$ cat src/rtl/uart_reg_sequencer.sv
// uart_reg_sequencer
//   Owns the UART register-file access port. After reset (or on cfg_start)
//   it programs divisor, line format and FIFO control with five back-to-back
//   writes. It then serves single register accesses from two requesters,
//   A and B, with round-robin arbitration.
//
// Ports
//   clk, rst              clock, asynchronous active-high reset
//   cfg_start             pulse: (re)run the init sequence
//   cfg_div/lcr/fcr       init values (lcr bit7 ignored, DLAB forced by sequence)
//   init_done             init sequence complete; requests accepted only when 1
//   x_valid/we/addr/wdata request from port x (a or b)
//   x_ready               1-cycle pulse, same cycle as the grant
//   x_rsp_valid           1-cycle pulse when the access completes
//   rsp_rdata             read data, valid with rsp_valid, held until next read
//   reg_wr_o/rd_o         register-file strobes (single cycle, never together)
//   reg_addr_o/din_o      register-file address / write data (hold when idle)
//   reg_dout_i            register-file read data (registered in the reg file)
//
// RD_LAT is the number of cycles from the edge raising reg_rd_o to the edge
// capturing reg_dout_i; it must be at least 2.
module uart_reg_sequencer #(
    parameter bit AUTO_INIT = 1'b1,
    parameter int RD_LAT    = 2
) (
    input  logic        clk,
    input  logic        rst,
    input  logic        cfg_start,
    input  logic [15:0] cfg_div,
    input  logic [7:0]  cfg_lcr,
    input  logic [7:0]  cfg_fcr,
    output logic        init_done,
    input  logic        a_valid,
    input  logic        a_we,
    input  logic [2:0]  a_addr,
    input  logic [7:0]  a_wdata,
    output logic        a_ready,
    output logic        a_rsp_valid,
    input  logic        b_valid,
    input  logic        b_we,
    input  logic [2:0]  b_addr,
    input  logic [7:0]  b_wdata,
    output logic        b_ready,
    output logic        b_rsp_valid,
    output logic [7:0]  rsp_rdata,
    output logic        reg_wr_o,
    output logic        reg_rd_o,
    output logic [2:0]  reg_addr_o,
    output logic [7:0]  reg_din_o,
    input  logic [7:0]  reg_dout_i
);

    typedef enum logic [3:0] {
        IDLE_RST, INIT0, INIT1, INIT2, INIT3, INIT4,
        IDLE, WR, RD0, RDW, RDCAP
    } state_t;

    // RDW lasts RD_LAT-1 cycles: counter loads RD_LAT-2 and counts to zero.
    localparam int CW = (RD_LAT > 2) ? $clog2(RD_LAT - 1) : 1;

    state_t        state;
    logic          rr_b;        // round-robin pointer: 0 = A next, 1 = B next
    logic          cur_b;       // port owning the access in flight
    logic          start_pend;  // cfg_start seen during an access
    logic [CW-1:0] rd_cnt;
    logic          can_acc;
    logic          grant_a;
    logic          grant_b;

    // Init writes: {addr, data}. The LCR is written twice, first with DLAB
    // set to open the divisor latches, then with DLAB clear.
    function automatic logic [10:0] init_word(input logic [2:0] step);
        case (step)
            3'd0:    init_word = {3'd3, cfg_lcr | 8'h80};
            3'd1:    init_word = {3'd0, cfg_div[7:0]};
            3'd2:    init_word = {3'd1, cfg_div[15:8]};
            3'd3:    init_word = {3'd3, cfg_lcr & 8'h7F};
            default: init_word = {3'd2, cfg_fcr};
        endcase
    endfunction

    // Grants are combinational so ready pulses in the cycle the request is
    // taken. A pending or fresh cfg_start wins over new requests.
    always_comb begin
        can_acc = (state == IDLE) && init_done && !cfg_start && !start_pend;
        grant_a = can_acc && a_valid && (!b_valid || !rr_b);
        grant_b = can_acc && b_valid && (!a_valid ||  rr_b);
        a_ready = grant_a;
        b_ready = grant_b;
    end

    always_ff @(posedge clk or posedge rst) begin
        if (rst) begin
            state       <= IDLE_RST;
            init_done   <= 1'b0;
            rr_b        <= 1'b0;
            cur_b       <= 1'b0;
            start_pend  <= 1'b0;
            rd_cnt      <= '0;
            a_rsp_valid <= 1'b0;
            b_rsp_valid <= 1'b0;
            rsp_rdata   <= 8'h00;
            reg_wr_o    <= 1'b0;
            reg_rd_o    <= 1'b0;
            reg_addr_o  <= 3'd0;
            reg_din_o   <= 8'h00;
        end else begin
            reg_wr_o    <= 1'b0;
            reg_rd_o    <= 1'b0;
            a_rsp_valid <= 1'b0;
            b_rsp_valid <= 1'b0;

            if (cfg_start && (state == WR || state == RD0 ||
                              state == RDW || state == RDCAP))
                start_pend <= 1'b1;

            case (state)
                IDLE_RST: begin
                    if (AUTO_INIT || cfg_start) begin
                        state                   <= INIT0;
                        reg_wr_o                <= 1'b1;
                        {reg_addr_o, reg_din_o} <= init_word(3'd0);
                    end
                end
                INIT0: begin
                    state                   <= INIT1;
                    reg_wr_o                <= 1'b1;
                    {reg_addr_o, reg_din_o} <= init_word(3'd1);
                end
                INIT1: begin
                    state                   <= INIT2;
                    reg_wr_o                <= 1'b1;
                    {reg_addr_o, reg_din_o} <= init_word(3'd2);
                end
                INIT2: begin
                    state                   <= INIT3;
                    reg_wr_o                <= 1'b1;
                    {reg_addr_o, reg_din_o} <= init_word(3'd3);
                end
                INIT3: begin
                    state                   <= INIT4;
                    reg_wr_o                <= 1'b1;
                    {reg_addr_o, reg_din_o} <= init_word(3'd4);
                end
                INIT4: begin
                    state     <= IDLE;
                    init_done <= 1'b1;
                end
                IDLE: begin
                    if (cfg_start || start_pend) begin
                        start_pend              <= 1'b0;
                        init_done               <= 1'b0;
                        state                   <= INIT0;
                        reg_wr_o                <= 1'b1;
                        {reg_addr_o, reg_din_o} <= init_word(3'd0);
                    end else if (grant_a || grant_b) begin
                        cur_b      <= grant_b;
                        reg_addr_o <= grant_b ? b_addr : a_addr;
                        if (a_valid && b_valid)
                            rr_b <= !rr_b;
                        if (grant_b ? b_we : a_we) begin
                            state       <= WR;
                            reg_wr_o    <= 1'b1;
                            reg_din_o   <= grant_b ? b_wdata : a_wdata;
                            a_rsp_valid <= grant_a;
                            b_rsp_valid <= grant_b;
                        end else begin
                            state    <= RD0;
                            reg_rd_o <= 1'b1;
                        end
                    end
                end
                WR: state <= IDLE;
                RD0: begin
                    state  <= RDW;
                    rd_cnt <= CW'(RD_LAT - 2);
                end
                RDW: begin
                    if (rd_cnt == '0) begin
                        state       <= RDCAP;
                        rsp_rdata   <= reg_dout_i;
                        a_rsp_valid <= !cur_b;
                        b_rsp_valid <= cur_b;
                    end else begin
                        rd_cnt <= rd_cnt - 1'b1;
                    end
                end
                RDCAP:   state <= IDLE;
                default: state <= IDLE_RST;
            endcase
        end
    end

endmodule

$ cat config.mk
export PLATFORM = sky130hd
export DESIGN_NAME = uart_reg_sequencer
export DESIGN_NICKNAME = d
export VERILOG_FILES = /design/src/rtl/uart_reg_sequencer.sv
export SDC_FILE = /design/constraint.sdc
export NUM_CORES = 1
export LEC_CHECK = 0
export ABC_AREA = 1
export BUFFER_PORTS_ARGS = -buffer_cell sky130_fd_sc_hd__buf_2
export CORE_ASPECT_RATIO = 0.8
export CORE_MARGIN = 2
export CORE_UTILIZATION = 43
export CTS_BUF_LIST = sky130_fd_sc_hd__clkbuf_2
export DETAILED_ROUTE_END_ITERATION = 6
export GPL_TIMING_DRIVEN = 0
export MAX_ROUTING_LAYER = met4
export PLACE_DENSITY = 0.86
export SYNTH_ARGS = -nofsm -noshare
export SYNTH_HDL_FRONTEND = slang
export SYNTH_SLANG_ARGS = --single-unit
$ cat constraint.sdc
create_clock -name clk -period 1.66 [get_ports clk]
set_input_delay 0.249 -clock clk [delete_from_list [all_inputs] [get_ports clk]]
set_output_delay 0.249 -clock clk [all_outputs]
set_load 0.01 [all_outputs]
After elaboration in Yosys (flattened, before gate mapping):

Index checks and enable logic that the tools add are counted.

* add/subtract/negate cells: 1
* reduce and logical (&&, ||, !) cells: 37
* bitwise gates (word level): 2
* equal/unequal tests: 14
* multiplexer cells: 40

Operators by type and width (count)
* $pmux W8 S6: 1
* $pmux W4 S9: 1
* $mux W8: 4
* $mux W1: 21
* $eq A4 B3 Y1 const B: 4
* $mux W4: 4
* $pmux W3 S5: 1
* $eq A4 B4 Y1 const B: 3
* $pmux W1 S2: 5
* $logic_and A1 B1 Y1: 9
* $mux W3: 3
* $eq A4 B2 Y1 const B: 2
* $reduce_and A2 Y1: 4
* $logic_or A1 B1 Y1: 7
* $logic_not A1 Y1: 6
* $ne A3 B1 Y1 const B: 2
* $reduce_and A3 Y1: 2
* $reduce_bool A6 Y1: 1
* $reduce_bool A5 Y1: 1
* $reduce_or A5 Y1: 1
* $eq A4 B1 Y1 const B: 1
* $logic_not A4 Y1: 1
* $reduce_and A4 Y1: 1
* $reduce_bool A2 Y1: 2
* 6 further kinds: 7

* register bits: 32
* output and inout bits: 26
* logic and storage cells: 107

Longest topological paths before layout:

* depth after elaboration: 11
* gate-level depth with buffers: 11
* mapped depth without buffers: 11

Worst setup path after synthesis:

No wires, ideal clock.

* path kind: reg2reg
* from: register init_done
* to: register reg_din_o[0]
* slack: -0.028 ns
* data required time: 1.543 ns
* setup time: 0.117 ns
* data arrival time: 1.571 ns
* stages on the path, launching flop included: 11
* cell sequence: dfrtp_1 buf_1 inv_1 nor2_8 nand3_4 nand2_2 nand2_2 o21ai_4 inv_4 nand2_1 nand2_1

* cells in the longest elaborated chain, start to end: 10
* elaborated cells between the ends (all ways): 17
* classes of those cells: 2 x eq/ne; 6 x mux; 9 x reduce/logical

Ends and longest elaborated chain
* from (decl): RTL line 32 `output logic init_done,`
* from (signal assigned): RTL line 95 `init_done <= 1'b0;`
* from (signal assigned): RTL line 147 `init_done <= 1'b1;`
* from (signal assigned): RTL line 152 `init_done <= 1'b0;`
* $logic_and A1 B1 Y1 * (3 in series): RTL line 85 `can_acc = (state == IDLE) && init_done && !cfg_start && !start_pend;`
* $logic_and A1 B1 Y1 (2 in series): RTL line 87 `grant_b = can_acc && b_valid && (!a_valid || rr_b);`
* $mux W8: RTL line 164 `reg_din_o <= grant_b ? b_wdata : a_wdata;`
* $mux W8: RTL line 161 `if (grant_b ? b_we : a_we) begin`
* $mux W8: RTL line 156 `end else if (grant_a || grant_b) begin`
* $mux W8: RTL line 150 `if (cfg_start || start_pend) begin`
* $pmux W8 S6: RTL line 117 `case (state)`
* to (signal assigned): RTL line 122 `{reg_addr_o, reg_din_o} <= init_word(3'd0);`
* to (signal assigned): RTL line 155 `{reg_addr_o, reg_din_o} <= init_word(3'd0);`
* to (signal assigned): RTL line 164
* to (decl): RTL line 49 `output logic [7:0] reg_din_o,`

Mark *: on every way between the ends. The rest lies on a longest branch, timed or not. The select of a mux whose other input is x is not followed.
A chain may end at the register's enable or synchronous reset.

Worst setup path in the final report:

* from: register state[1]
* to: register reg_din_o[7]

* cells in the longest elaborated chain, start to end: 11
* elaborated cells between the ends (all ways): 24
* classes of those cells: 7 x eq/ne; 6 x mux; 11 x reduce/logical

Ends and longest elaborated chain
* from (decl): RTL line 61 `state_t state;`
* from (signal assigned): RTL line 94 `state <= IDLE_RST;`
* from (signal assigned): RTL line 120 `state <= INIT0;`
* from (signal assigned): RTL line 126 `state <= INIT1;`
* $eq A4 B3 Y1: RTL line 85, 117
* $logic_and A1 B1 Y1 (3 in series): RTL line 85
* $logic_and A1 B1 Y1 (2 in series): RTL line 87
* $mux W8: RTL line 164
* $mux W8: RTL line 161
* $mux W8: RTL line 156
* $mux W8: RTL line 150
* $pmux W8 S6: RTL line 117

Several ways; a longest one is shown, not always the timed one. The select of a mux whose other input is x is not followed.

==> impl.org <==
** Global route
- Number of global-route vias before repair :: 2245
- Entering global routing, the biggest net connects 32 pins.
- First-pass GRT wire length :: around 9800 µm
- The initial antenna violation count came to 0.
- Grt ovf :: 0
- Across every metal layer, demand over resource in global routing totals 26.5%.

** Final layout
- Area of combinational cells with multiple inputs :: between 1000 and 1500 µm²
- Post-route standard cell area excluding fillers :: 2820 µm²
- Total area of sequential cells :: 778 µm²
- At the end of the flow the core is filled with cells to 67.2%.
- Of the cells placed in the final design, the portion with a size suffix greater than 1 is 46.3%.
- Layout Cells excl Fill :: 437
- After filler insertion, the fill cell instance count of the layout stands at around 340.
- Diodes inserted :: 0
- In the final design database the tool counted 448 nets.
- Growth of design area from synthesis to finish :: 48.5%

** Synthesis
- In this run the cell area of the synthesized design comes to approximately 1900 µm².
- Yosys attributes the largest share of cell area to dfrtp_1, nand2_1, inv_1, nand3_1, mux2_2.
- Synth unique cells :: 30
- Of the synthesized area, sequential elements account for 40.8%.
- Mapped Avg Cell Area :: 7.55 µm²
- Area fraction of the dominant cell type after synthesis :: 40.8%
- Cell count after synthesis :: between 200 and 300
- Synthesis produced a netlist with a net count of 321.
- The biggest area contributor in the post-synthesis netlist is dfrtp_1.
- In this run, synthesis produced a sequential element count of 31.
- Ys Warns :: 0

** Clock tree
- CTS Hold Buffers Added :: 0
- Clock transition at the registers of the reported paths :: 0.16 ns
- Number of sinks handled by clock tree synthesis :: 31
- Clock tree root driver cell :: clkbuf_2
- Skew-Pair Late Insertion Delay :: 0.38 ns
- In this run the number of H-tree levels came out at 2.
- In this run, CTS created clock tree buffers numbering 5.
- TritonCTS built the clock tree.
- Maximum clock insertion buffer count :: 2

** Min path
- Worst hold path class :: input port to register

** Power and ir drop
- Clock network power share :: 8.4%
- Worst supply voltage drop on vdd :: 0.846 mV
- Power Density :: 1580 nW/µm²
- Internal cell power :: between 2 and 2.5 mW
- Summed over all cells, the static leakage comes to approximately 1.6 nW.
- Proportion of power drawn by combinational gates :: 62.4%
- Switching power summed over all nets :: 2.14 mW
- Sequential cells account for 29.2% of the total power.
- Switching power share of the total :: 47.9%

** Place
- Half-perimeter wire length after detailed placement :: 4140 µm
- Placed Cells incl. Taps :: 402
- During placement, the flow inserted port buffers numbering a little over 90.
- Placed Area :: 2440 µm²
- Final Wtd Congestion :: 0.930
- Worst slack at placement :: -0.281 ns

** Floorplanning
- Width of the die :: ~80 µm
- Initial core utilization :: approximately 45%
- The die covers 4970 µm².
- 95 I/O pins were placed.
- Placeable Area :: 4200 µm²
- The floorplan has 21 rows.
- DIE HEIGHT :: 63.5 µm

** STA
- Period Utilization, post-route :: 113%
- The number of hold violations in the final report was 0.
- In the final timing run, aggregate negative setup slack is -2.81 ns.
- In this run the tightest slew margin relative to its limit is 22.3%.
- Slew at the pin with the worst max-slew slack :: 1.16 ns
- Timing would allow up to around 530 MHz.
- Across all setup checks in the final design, the least slack found is -0.216 ns.
- The clock arrives with around 0.032 ns of skew.
- Setup repair after global routing could not meet its margin everywhere.
- Setup violations remaining at the end of the flow were counted as 19.
- Counting I/O delays and the setup requirement, the final critical path takes 1.88 ns.
- The total count of max-transition violations in the final report came to 0.

** Status
- Outcome :: finished with violations
- The final reports fail on setup timing.

** Critical path
- CP Data Arrival Time :: 2.20 ns
- Data on the critical path is required at its endpoint by 1.99 ns.
- STA classifies the critical path endpoint as a register.
- Type of element launching the critical path :: register
- The critical path is of the register to register type.
- In this run the worst path has a maximum fanout of 4.

** Drt
- The detail route stage leaves a number of antenna-violating nets equal to 0.
- The first detailed-routing pass took 7 iterations.
- Number of DRC violations after detailed-routing iteration 0 :: 177
- DRC violation count after routing :: 0
- After detailed routing, the average wire length per cell comes to ~15 µm.
- Summed over all layers, the routed wires come to between 6000 and 7000 µm.
- Detailed routing inserted a total of ~2300 vias.
- Using the TritonRoute via totals, the vias-per-cell ratio works out to 5.29.

** Job
- Number of max-cap violations :: 0
==> cells in the final DEF, fill, tap and decap left out, types with 8 or more instances in the layout <==
cell type / count
buf_4: 20
clkbuf_2: 9
nor2_1: 12
inv_1: 26
o21ai_0: 14
mux2_2: 8
buf_2: 92
a21oi_1: 9
buf_6: 10
dfrtp_1: 29
nand2_1: 72
nand3_1: 20
==> sequential cells by signal, summed over array words and instances, names as in the netlist <==
register     flops
cur_b            1
reg_addr_o       3
rsp_rdata        8
init_done        1
start_pend       1
b_rsp_valid      1
reg_rd_o         1
state            4
reg_wr_o         1
a_rsp_valid      1
reg_din_o        8
rr_b             1
==> cell families after synthesis <==
| family | count (synthesis) | share of synthesized area (%) |
|---|---|---|
| buffers and inverters | 42 | 8.49 |
| AND/OR/NAND/NOR | 129 | 32.0 |
| multiplexers | 8 | 4.74 |
| flip-flops | 31 | 40.8 |
| AO/OA/AOI/OAI | 42 | 14.0 |
==> Yosys cell counts, drive strengths merged <==
cell    number
o22ai        1
a211o        1
a21oi       12
o31ai        1
o21ai       17
nand4        6
a211oi       1
a31oi        1
nor4         1
buf          3
nand3       25
clkinv       1
a41oi        7
clkbuf       3
mux2         8
nand2       78
nor2        19
dfrtp       31
a221oi       1
inv         35
==> metal layers <==
layer,track usage (%),wire length (µm),share of wire [%]
met1,29.8,2470,39
met2,44.9,3240,51
met3,6.02,536,8.4
met4,12.5,161,2.5
met5,-,0,0
==> final timing paths <==
check / startpoint / end / slack (ns) / cells past startpoint
worst min register to register: reg_din_o[6] / reg_din_o[6] / 0.49 / 2
min in group asynchronous: rst / reg_din_o[0] / 0.14 / 2
worst max register to register: state[1] / reg_din_o[7] / -0.22 / 11
worst min-delay path: reg_dout_i[6] / rsp_rdata[6] / 0.1 / 2
worst max-delay path: state[1] / reg_din_o[7] / -0.22 / 11
max in group asynchronous: rst / state[3] / 0.71 / 2
==> layout make-up <==
cell class / count / share of cell area [%]
multi-input cells: 179 / 37.3
repair buffers: 120 / 25.0
flip-flops and latches: 31 / 27.6
inverters: 36 / 4.96
clock buffers: 7 / 1.24
clock inverters: 1 / 0.177
well taps: 57 / 2.53
plain buffers: 6 / 1.20
==> critical path, cell delays in order, from the launching register on <==
cell      delay (ns)
dfrtp_1         0.43
inv_2           0.07
buf_4           0.13
buf_4           0.13
nor4_4          0.37
nand2_1         0.16
clkinv_1        0.10
nor2_1          0.06
o21ai_4         0.11
buf_6           0.16
nor2_4          0.03
nor2_1          0.09
==> timing repair <==
item,in CTS,in global routing
pin swaps,6,9
endpoints found under the setup margin,22,30
setup buffers,23,6
gates cloned,0,0
gates resized for setup,33,10
==> stage by stage <==
stage          total power [mW]  hold slack [ns]
2_1_floorplan              2.85            0.335
3_3_place_gp               3.49            0.453
3_5_place_dp               3.57            0.456
4_1_cts                    4.26           0.0844
5_1_grt                    4.80           0.0602
6_report                   4.47           0.0987
==> power groups by stage <==
stage | Combinational, mW | Clock, mW | Sequential, mW
floorplan | 1.44 | 0 | 1.41
global placement | 2.20 | 0 | 1.30
detailed placement | 2.26 | 0 | 1.31
CTS | 2.60 | 0.377 | 1.29
global route | 3.04 | 0.427 | 1.33
finish | 2.79 | 0.375 | 1.30
No activity file was read; power rests on OpenSTA's default activity.
